<file path="src/rtl/led_fb_pkg.sv">
// Shared types and sizes for the HUB75 frame-RAM arbiter: word/address types,
// FSM states and the registered RAM request.
package led_fb_pkg;

    localparam int ADDR_W = 11;
    localparam int PIX_W  = 24;
    localparam int WORD_W = 2 * PIX_W;

    typedef logic [ADDR_W-1:0] addr_t;
    typedef logic [WORD_W-1:0] word_t;

    typedef enum logic {
        IDLE  = 1'b0,
        CLEAR = 1'b1
    } state_e;

    // One RAM port cycle; page selects front/back half of the frame RAM.
    typedef struct packed {
        logic       page;
        addr_t      addr;
        logic       we;
        logic [1:0] be;
        word_t      wdata;
    } mem_req_t;

    // A host write with its destination page already resolved.
    typedef struct packed {
        logic       page;
        addr_t      addr;
        logic [1:0] be;
        word_t      data;
    } wr_entry_t;

endpackage

</file>
<file path="src/rtl/led_fb_arbiter_if.sv">
// Host pixel-write handshake into the frame-RAM arbiter.
// master = host writer, slave = arbiter.
interface led_fb_arbiter_if;
    import led_fb_pkg::*;

    logic       wr_valid;
    logic       wr_ready;
    addr_t      wr_addr;
    logic [1:0] wr_be;
    word_t      wr_data;

    modport master (output wr_valid, wr_addr, wr_be, wr_data, input wr_ready);
    modport slave  (input wr_valid, wr_addr, wr_be, wr_data, output wr_ready);

endinterface

</file>
<file path="src/rtl/led_fb_wr_fifo.sv">
// Small synchronous FIFO buffering host writes ahead of the arbiter.
// DEPTH must be a power of two so the pointers wrap naturally.
module led_fb_wr_fifo #(
    parameter int WIDTH = 8,
    parameter int DEPTH = 4
) (
    input  logic             clk,
    input  logic             rst_n,
    input  logic             push_i,
    input  logic [WIDTH-1:0] din_i,
    input  logic             pop_i,
    output logic [WIDTH-1:0] dout_o,
    output logic             full_o,
    output logic             empty_o
);

    localparam int PTR_W = $clog2(DEPTH);

    logic [WIDTH-1:0] mem_q [DEPTH];
    logic [PTR_W-1:0] wr_ptr_q, rd_ptr_q;
    logic [PTR_W:0]   count_q;

    // NOTE: storage has no reset; a slot is only read after it has been written.
    always_ff @(posedge clk) begin
        if (push_i) mem_q[wr_ptr_q] <= din_i;
    end

    // NOTE: sequential state uses non-blocking assignments so every register
    // samples pre-edge values regardless of statement order.
    always_ff @(posedge clk or negedge rst_n) begin
        if (!rst_n) begin
            wr_ptr_q <= '0;
            rd_ptr_q <= '0;
            count_q  <= '0;
        end else begin
            if (push_i) wr_ptr_q <= wr_ptr_q + PTR_W'(1);
            if (pop_i)  rd_ptr_q <= rd_ptr_q + PTR_W'(1);
            case ({push_i, pop_i})
                2'b10:   count_q <= count_q + (PTR_W+1)'(1);
                2'b01:   count_q <= count_q - (PTR_W+1)'(1);
                default: count_q <= count_q;
            endcase
        end
    end

    assign dout_o  = mem_q[rd_ptr_q];
    assign full_o  = (count_q == (PTR_W+1)'(DEPTH));
    assign empty_o = (count_q == '0);

endmodule

</file>
<file path="src/rtl/led_fb_arbiter.sv">
// Frame-RAM arbiter for the 64x64 HUB75 path: scan reads (hard priority), page
// clear, host writes, frame-aligned page flip. Optional write skid FIFO: LED_FB_WR_SKID_EN.
module led_fb_arbiter
    import led_fb_pkg::*;
#(
    parameter logic [PIX_W-1:0] CLR_COLOR = 24'h000000
) (
    input  logic             clk,
    input  logic             rst_n,
    input  logic             scan_req_i,
    input  addr_t            scan_addr_i,
    input  logic             scan_frame_start_i,
    output logic             scan_rvalid_o,
    output word_t            scan_rdata_o,
    led_fb_arbiter_if.slave  wr_if,
    input  logic             swap_req_i,
    output logic             swap_done_o,
    input  logic             clr_req_i,
    output logic             clr_busy_o,
    output logic             front_page_o,
    output logic [ADDR_W:0]  mem_addr_o,
    output logic             mem_we_o,
    output logic [1:0]       mem_be_o,
    output word_t            mem_wdata_o,
    input  word_t            mem_rdata_i
);

    state_e    state_q;
    addr_t     clr_cnt_q;
    logic      front_q;
    logic      pending_q;
    logic      swap_done_q;
    logic [1:0] rd_pipe_q;
    mem_req_t  req_q, req_d;

    logic      host_go;
    wr_entry_t host_entry;
    logic      flip_ok;
    logic      flip;

`ifdef LED_FB_WR_SKID_EN
    logic                         fifo_full, fifo_empty, fifo_push;
    logic [$bits(wr_entry_t)-1:0] fifo_din, fifo_dout;

    assign wr_if.wr_ready = !fifo_full && (state_q == IDLE);
    assign fifo_push      = wr_if.wr_valid && wr_if.wr_ready;
    assign fifo_din       = {~front_q, wr_if.wr_addr, wr_if.wr_be, wr_if.wr_data};
    // Drain only on cycles neither scan nor clear wants the port.
    assign host_go        = !scan_req_i && (state_q != CLEAR) && !fifo_empty;
    assign host_entry     = wr_entry_t'(fifo_dout);
    assign flip_ok        = fifo_empty;

    led_fb_wr_fifo #(
        .WIDTH ($bits(wr_entry_t)),
        .DEPTH (4)
    ) u_wr_fifo (
        .clk     (clk),
        .rst_n   (rst_n),
        .push_i  (fifo_push),
        .din_i   (fifo_din),
        .pop_i   (host_go),
        .dout_o  (fifo_dout),
        .full_o  (fifo_full),
        .empty_o (fifo_empty)
    );
`else
    assign wr_if.wr_ready = !scan_req_i && (state_q == IDLE);
    assign host_go        = wr_if.wr_valid && wr_if.wr_ready;
    assign host_entry     = '{page: ~front_q, addr: wr_if.wr_addr, be: wr_if.wr_be, data: wr_if.wr_data};
    assign flip_ok        = 1'b1;
`endif

    // Flip only at a frame start, never while the back page is being cleared.
    assign flip = scan_frame_start_i && (pending_q || swap_req_i) && (state_q != CLEAR) && flip_ok;

    always_comb begin
        // NOTE: defaults first so every path assigns req_d and no latch is inferred.
        req_d    = req_q;
        req_d.we = 1'b0;
        req_d.be = 2'b00;
        if (scan_req_i) begin
            req_d.page = front_q;
            req_d.addr = scan_addr_i;
        end else if (state_q == CLEAR) begin
            req_d.page  = ~front_q;
            req_d.addr  = clr_cnt_q;
            req_d.we    = 1'b1;
            req_d.be    = 2'b11;
            req_d.wdata = {CLR_COLOR, CLR_COLOR};
        end else if (host_go) begin
            req_d.page  = host_entry.page;
            req_d.addr  = host_entry.addr;
            req_d.we    = 1'b1;
            req_d.be    = host_entry.be;
            req_d.wdata = host_entry.data;
        end
    end

    always_ff @(posedge clk or negedge rst_n) begin
        if (!rst_n) begin
            state_q     <= IDLE;
            clr_cnt_q   <= '0;
            front_q     <= 1'b0;
            pending_q   <= 1'b0;
            swap_done_q <= 1'b0;
            rd_pipe_q   <= 2'b00;
            req_q       <= '0;
        end else begin
            req_q       <= req_d;
            rd_pipe_q   <= {rd_pipe_q[0], scan_req_i};
            swap_done_q <= 1'b0;

            case (state_q)
                IDLE: begin
                    if (clr_req_i) begin
                        state_q   <= CLEAR;
                        clr_cnt_q <= '0;
                    end
                end
                CLEAR: begin
                    if (!scan_req_i) begin
                        clr_cnt_q <= clr_cnt_q + addr_t'(1);
                        if (clr_cnt_q == '1) state_q <= IDLE;
                    end
                end
                default: state_q <= IDLE;
            endcase

            if (flip) begin
                front_q     <= ~front_q;
                pending_q   <= 1'b0;
                swap_done_q <= 1'b1;
            end else if (swap_req_i) begin
                pending_q   <= 1'b1;
            end
        end
    end

    assign scan_rvalid_o = rd_pipe_q[1];
    assign scan_rdata_o  = rd_pipe_q[1] ? mem_rdata_i : '0;
    assign swap_done_o   = swap_done_q;
    assign clr_busy_o    = (state_q == CLEAR);
    assign front_page_o  = front_q;
    assign mem_addr_o    = {req_q.page, req_q.addr};
    assign mem_we_o      = req_q.we;
    assign mem_be_o      = req_q.be;
    assign mem_wdata_o   = req_q.wdata;

endmodule

</file>
<file path="src/flat_wrapper.sv">
// flat-port wrapper written by rule: the top's interface ports become plain ports
module led_fb_arbiter_flat import led_fb_pkg::*;
#(
    parameter logic [PIX_W-1:0] CLR_COLOR = 24'h000000
)
  (clk, rst_n, scan_req_i, scan_addr_i, scan_frame_start_i, scan_rvalid_o, scan_rdata_o, swap_req_i, swap_done_o, clr_req_i, clr_busy_o, front_page_o, mem_addr_o, mem_we_o, mem_be_o, mem_wdata_o, mem_rdata_i, wr_if_wr_valid, wr_if_wr_addr, wr_if_wr_be, wr_if_wr_data, wr_if_wr_ready);
  led_fb_arbiter_if wr_if_i ();
  input  logic clk;
  input  logic rst_n;
  input  logic scan_req_i;
  input  addr_t scan_addr_i;
  input  logic scan_frame_start_i;
  output logic scan_rvalid_o;
  output word_t scan_rdata_o;
  input  logic swap_req_i;
  output logic swap_done_o;
  input  logic clr_req_i;
  output logic clr_busy_o;
  output logic front_page_o;
  output logic [ADDR_W:0] mem_addr_o;
  output logic mem_we_o;
  output logic [1:0] mem_be_o;
  output word_t mem_wdata_o;
  input  word_t mem_rdata_i;
  input wire logic [$bits(wr_if_i.wr_valid)-1:0] wr_if_wr_valid;
  input wire logic [$bits(wr_if_i.wr_addr)-1:0] wr_if_wr_addr;
  input wire logic [$bits(wr_if_i.wr_be)-1:0] wr_if_wr_be;
  input wire logic [$bits(wr_if_i.wr_data)-1:0] wr_if_wr_data;
  output wire logic [$bits(wr_if_i.wr_ready)-1:0] wr_if_wr_ready;
  assign wr_if_i.wr_valid = wr_if_wr_valid;
  assign wr_if_i.wr_addr = wr_if_wr_addr;
  assign wr_if_i.wr_be = wr_if_wr_be;
  assign wr_if_i.wr_data = wr_if_wr_data;
  assign wr_if_wr_ready = wr_if_i.wr_ready;
  led_fb_arbiter #(.CLR_COLOR(CLR_COLOR)) u_core (.clk(clk), .rst_n(rst_n), .scan_req_i(scan_req_i), .scan_addr_i(scan_addr_i), .scan_frame_start_i(scan_frame_start_i), .scan_rvalid_o(scan_rvalid_o), .scan_rdata_o(scan_rdata_o), .wr_if(wr_if_i), .swap_req_i(swap_req_i), .swap_done_o(swap_done_o), .clr_req_i(clr_req_i), .clr_busy_o(clr_busy_o), .front_page_o(front_page_o), .mem_addr_o(mem_addr_o), .mem_we_o(mem_we_o), .mem_be_o(mem_be_o), .mem_wdata_o(mem_wdata_o), .mem_rdata_i(mem_rdata_i));
endmodule
</file>
<file path="config.mk">
export PLATFORM = sky130hd
export DESIGN_NAME = led_fb_arbiter_flat
export DESIGN_NICKNAME = d
export VERILOG_FILES = /design/src/rtl/led_fb_pkg.sv /design/src/rtl/led_fb_arbiter_if.sv /design/src/rtl/led_fb_wr_fifo.sv /design/src/rtl/led_fb_arbiter.sv /design/src/flat_wrapper.sv
export SDC_FILE = /design/constraint.sdc
export NUM_CORES = 1
export LEC_CHECK = 0
export CAP_MARGIN = 20
export CORE_MARGIN = 2
export CORE_UTILIZATION = 36
export DETAILED_ROUTE_END_ITERATION = 10
export PLACE_DENSITY = 0.82
export SYNTH_ARGS = -nofsm -noshare
export SYNTH_HDL_FRONTEND = slang
export SYNTH_SLANG_ARGS = --single-unit
export TNS_END_PERCENT = 50
</file>
<file path="constraint.sdc">
create_clock -name clk -period 1.5 [get_ports clk]
set_input_delay 0.15 -clock clk [delete_from_list [all_inputs] [get_ports clk]]
set_output_delay 0.15 -clock clk [all_outputs]
set_load 0.02 [all_outputs]
</file>
[Word level (Yosys, flattened, before mapping)]
Index checks and enable logic that the tools add are counted.
Storage, ports and cells
  register bits after elaboration: 80
  logic and storage cells: 44
Cells by class
  $add $sub $neg: 1
  equality and inequality tests: 3
  mux-type cells: 15
  bitwise logic cells: 3
  reductions and logical operators: 11
Operator list (number)
  two-way mux 63 bit: 2
  two-way mux 51 bit: 1
  two-way mux 48 bit: 1
  two-way mux 11 bit: 2
  case mux 11 bit (2 select lines): 1
  two-way mux 12 bit: 1
  adder 11 x 1 -> 11 bit (second input constant): 1
  equality test 11 bit (second input constant): 1
  two-way mux 1 bit: 6
  logical AND 1 bit: 4
  inequality test 2 bit (second input constant): 2
  AND reduction 2 bit: 2
  nonzero test 2 bit: 2
  NOT 1 bit: 3
  nonzero test 3 bit: 1
  case mux 1 bit (2 select lines): 1
  logical NOT 1 bit: 1
  logical OR 1 bit: 1

[Logic depth before layout (Yosys ltp)]
  depth after elaboration: 6
  mapped depth: 6

[Worst setup path before layout]
Ideal clock, no wire load.
  kind: register -> register
  start point: reg u_core.state_q, in the netlist u_core.clr_busy_o
  end point: reg u_core.req_q (netlist bit u_core.mem_wdata_o[0])
  setup time: 0.066 ns
  data arrival time: 1.476 ns
  setup slack: -0.042 ns
  cell stages (with the launch flop): 6
  path buffers: 2
  period minus slack after synthesis: 1.542 ns
  cell sequence: dfrtp_1 > nor2_1 > and2_1 > buf_4 > buf_2 > a22o_1
On the way
  longest elaborated chain between the ends: 5
  elaborated cells on any way between the ends: 6
  those cells by class: 1 x mux; 1 x bitwise; 4 x reduce/logical
RTL lines
  start: declaration: line led_fb_arbiter.sv:28  | state_e state_q;
  start signal: assignment: line led_fb_arbiter.sv:101  | state_q <= IDLE;
  start signal: assignment: line led_fb_arbiter.sv:116  | state_q <= CLEAR;
  start signal: assignment: line led_fb_arbiter.sv:123  | if (clr_cnt_q == '1) state_q <= IDLE;
  NOT 1 bit: line led_fb_arbiter.sv:67  | assign wr_if.wr_ready = !scan_req_i && (state_q == IDLE);
  logical AND 1 bit: line led_fb_arbiter.sv:67
  named net wr_if_wr_ready: line flat_wrapper.sv:29  | output wire logic [$bits(wr_if_i.wr_ready)-1:0] wr_if_wr_ready;
  logical AND 1 bit: line led_fb_arbiter.sv:68  | assign host_go = wr_if.wr_valid && wr_if.wr_ready;
  nonzero test 2 bit (no line)
  AND reduction 2 bit (no line)
  end signal: assignment: line led_fb_arbiter.sv:109  | req_q <= req_d;
  end: declaration: line led_fb_arbiter.sv:34  | mem_req_t req_q, req_d;
The timed path passes the listed nets, and every way through them passes these cells.
A chain may end at the register's enable or synchronous reset.

[Worst setup path after layout]
  start point: reg u_core.state_q, in the netlist u_core.clr_busy_o
  end point: reg u_core.req_q (netlist bit u_core.mem_wdata_o[7])
On the way
  longest elaborated chain between the ends: 5
  elaborated cells on any way between the ends: 6
  those cells by class: 1 x mux; 1 x bitwise; 4 x reduce/logical
RTL lines (line)
  NOT 1 bit: led_fb_arbiter.sv:67
  logical AND 1 bit: led_fb_arbiter.sv:67
  logical AND 1 bit: led_fb_arbiter.sv:68
  nonzero test 2 bit (no line)
  AND reduction 2 bit (no line)
Parallel ways exist; a longest one is shown, timed or not.

==> metrics.cfg <==
[run_status]
status=complete, no violations

[cells_and_area]
area_delta_synth_final_pct=78.8
drive_above_1_share_pct=17.0
layout.nets=716
diodes=0

[power_and_ir_drop]
seq_power_share_pct=46.2
peakVddDrop_uv=601
clkPwrFrac_pct=33.4
p_sw_w=0.00138
combPwrFrac_pct=20.3
intPower_w=0.00362
swShare_pct=27.6
p_leak_nw=3.61
power.density_nw_per_um2=785

[place]
gp_congestion=0.908
numPortBuffers=242
dpl_worst_slack_ps=-414
hpwl_um=10200

[clocking]
clk_root_buffer_cell=clkbuf_8
cts_made_buffers=9
clock_latency_ps=350
clockBufferDepth=2
cts_tree=yes
clock-sinks=80
htreeDepth=3
clk_pin_slew_worst_paths_ps=90

[synthesis]
ys.flop_type=dfrtp_1
yosys-top-cells-count=dfrtp_1, and2_1, a22o_1
synth_area_leader_cell=dfrtp_1
ys.warnings.count=0
synth_edf_count=0
synth.distinct_cells=32
ys_ff_latch=80
synth_area_leaders=dfrtp_1, a22o_1, and2_1
synth_top_area_share_pct=56.1
syn_inst=339
syn-num-nets=467
yosysSeqAreaShare_pct=56.1
yosysMostFrequentCell=dfrtp_1
async_flop_share_pct=100
syn_area_per_cell_sq_um=10.5
syn_area_sq_um=3570

[grt]
track_usage_pct=24.1
grt-busiest-layer=met2
grtUsageMet3_pct=5.79
grt_pass1_vias=3545
grt_overflow=0
use_met2_pct=42.1
use_met1_pct=29.5
grt_max_degree=50
grt_first_pass_wirelength_um=20400
antenna_found_initial=0

[critical_path]
endpoint_kind=register
crit_arrival_ps=1710
slowest_stage=dfrtp_2
path_max_fanout=25
path_class=register to register
start_kind=register
critical-path-max-stage-delay_ps=440
crit_chain=buf_6, nor2_2, or2_4, buf_12, a22o_4
path_buf_inv=2
crit_family=flip-flops
crit_required_ps=1730

[timing]
period_minus_slack_ps=1470
finClkSkew_ps=10.2
hold_violations=0
fmaxAchievable_mhz=679
setup_viol=0
worst_pin_slew_ps=516
slew_headroom_pct=65.6
final_max_slew_viol_count=0
fin_crit_sh_pct=98.2
tns_ps=0
worst_slack_ps=26.3

[floorplanning]
die_area_sq_um=10700
core_sq_um=9680
io_pins=243
placementRows=36
die_width_um=104
start_util_pct=36.8
die_h_um=104

[job]
cap_violations=0

[routing]
drt_iter0_drc=238
via_per_inst=5.01
num_vias=3637
drc=0
wl_um=13700
wire_per_inst_um=18.8
drtAntennaViolNets=0
drt-pass1-iter-count=4

[min_path]
hold_class=input port to async pin

flip-flops by register name, indices dropped and copies added (netlist names):
register / cells
u_core.mem_wdata_o: 48
u_core.clr_busy_o: 1
u_core.clr_cnt_q: 11
u_core.pending_q: 1
u_core.front_page_o: 1
u_core.rd_pipe_q: 2
u_core.mem_we_o: 1
u_core.mem_addr_o: 12
u_core.mem_be_o: 2
u_core.swap_done_o: 1
per-stage QoR:
step	hold WS, ps	power (W)	cell area (sq um)	utilization [%]	std cells
2_1_floorplan	-146	0.00272	3570	-	339
3_3_place_gp	102	0.00340	6200	64.1	704
3_5_place_dp	102	0.00343	6200	64.1	704
4_1_cts	266	0.00507	6470	66.8	723
5_1_grt	277	0.00524	6380	65.8	726
6_report	262	0.00501	6380	65.8	726
what timing repair did:
item	in CTS	in global routing
setup buffers	2	1
gates resized for setup	173	92
cloned	0	2
setup endpoints to repair	83	109
endpoints found under the hold margin	27	0
hold buffers	1	0
worst reg2reg max path, delay by kind of cell, from the launching register on:
kind                   cells  cell delay, ps
AO/OA/AOI/OAI              1             290
flip-flops                 1             440
buffers and inverters      2             310
AND/OR/NAND/NOR            2             320
cell usage in the layout, fill, tap and decap left out, drive strengths merged, types with 2 or more instances in the layout:
cell type and instances:
and2 51, clkinv 2, dlygate4sd2 22, clkdlybuf4s50 132
dlymetal6s2s 39, nand2 7, nor2 40, a31oi 3
inv 16, dfrtp 80, a21oi 20, buf 70
o21ai 16, a221oi 11, a22o 49, clkbuf 12
o41ai 2, nand4 3, and4 2, nor3 2
per-layer routing:
metal / vias up / wire length, um
met2: 168 / 7100
met5: - / 0
met1: 1749 / 5360
met3: 23 / 894
li1: 1697 / -
met4: 0 / 320
worst paths after layout:
path | cells after the start | slack [ps] | to | from
max | 5 | 30 | u_core.mem_wdata_o[7] | u_core.clr_busy_o
min | 2 | 260 | u_core.mem_wdata_o[47] | rst_n
max reg2reg | 5 | 30 | u_core.mem_wdata_o[7] | u_core.clr_busy_o
min reg2reg | 0 | 360 | u_core.rd_pipe_q[1] | u_core.rd_pipe_q[0]
max in group asynchronous | 3 | 680 | u_core.mem_wdata_o[21] | rst_n
min in group clk | 0 | 360 | u_core.rd_pipe_q[1] | u_core.rd_pipe_q[0]
power groups by stage:
stage | combinational, W | clock, W | sequential (W)
final | 0.00102 | 0.00167 | 0.00232
after global routing | 0.00109 | 0.00181 | 0.00233
after CTS | 0.00105 | 0.00171 | 0.00231
after detailed placement | 0.00107 | 0 | 0.00235
after global placement | 0.00105 | 0 | 0.00235
after floorplan | 0.000344 | 0 | 0.00238
layout make-up:
class | count | area, sq um
repair buffers | 266 | 2520
multi-input cells | 218 | 1420
well taps | 133 | 166
inverters | 13 | 48.8
clock inverters | 6 | 72.6
flip-flops and latches | 80 | 2000
fillers | 781 | 3310
clock buffers | 10 | 138
logic make-up (layout without fill, tap and decap cells):
group / Yosys count / after routing / synth area share [%]
adders and majority gates: 1 / 1 / 0.351
buffers and inverters: 41 / 295 / 5.26
muxes: 1 / 1 / 0.316
DFF: 80 / 80 / 56.1
and+or+nand+nor: 112 / 112 / 16.4
AOI/OAI and AO/OA: 103 / 103 / 21.3
xor gates and xnor gates: 1 / 1 / 0.246
Note: power is estimated with default switching activity, not from simulation.
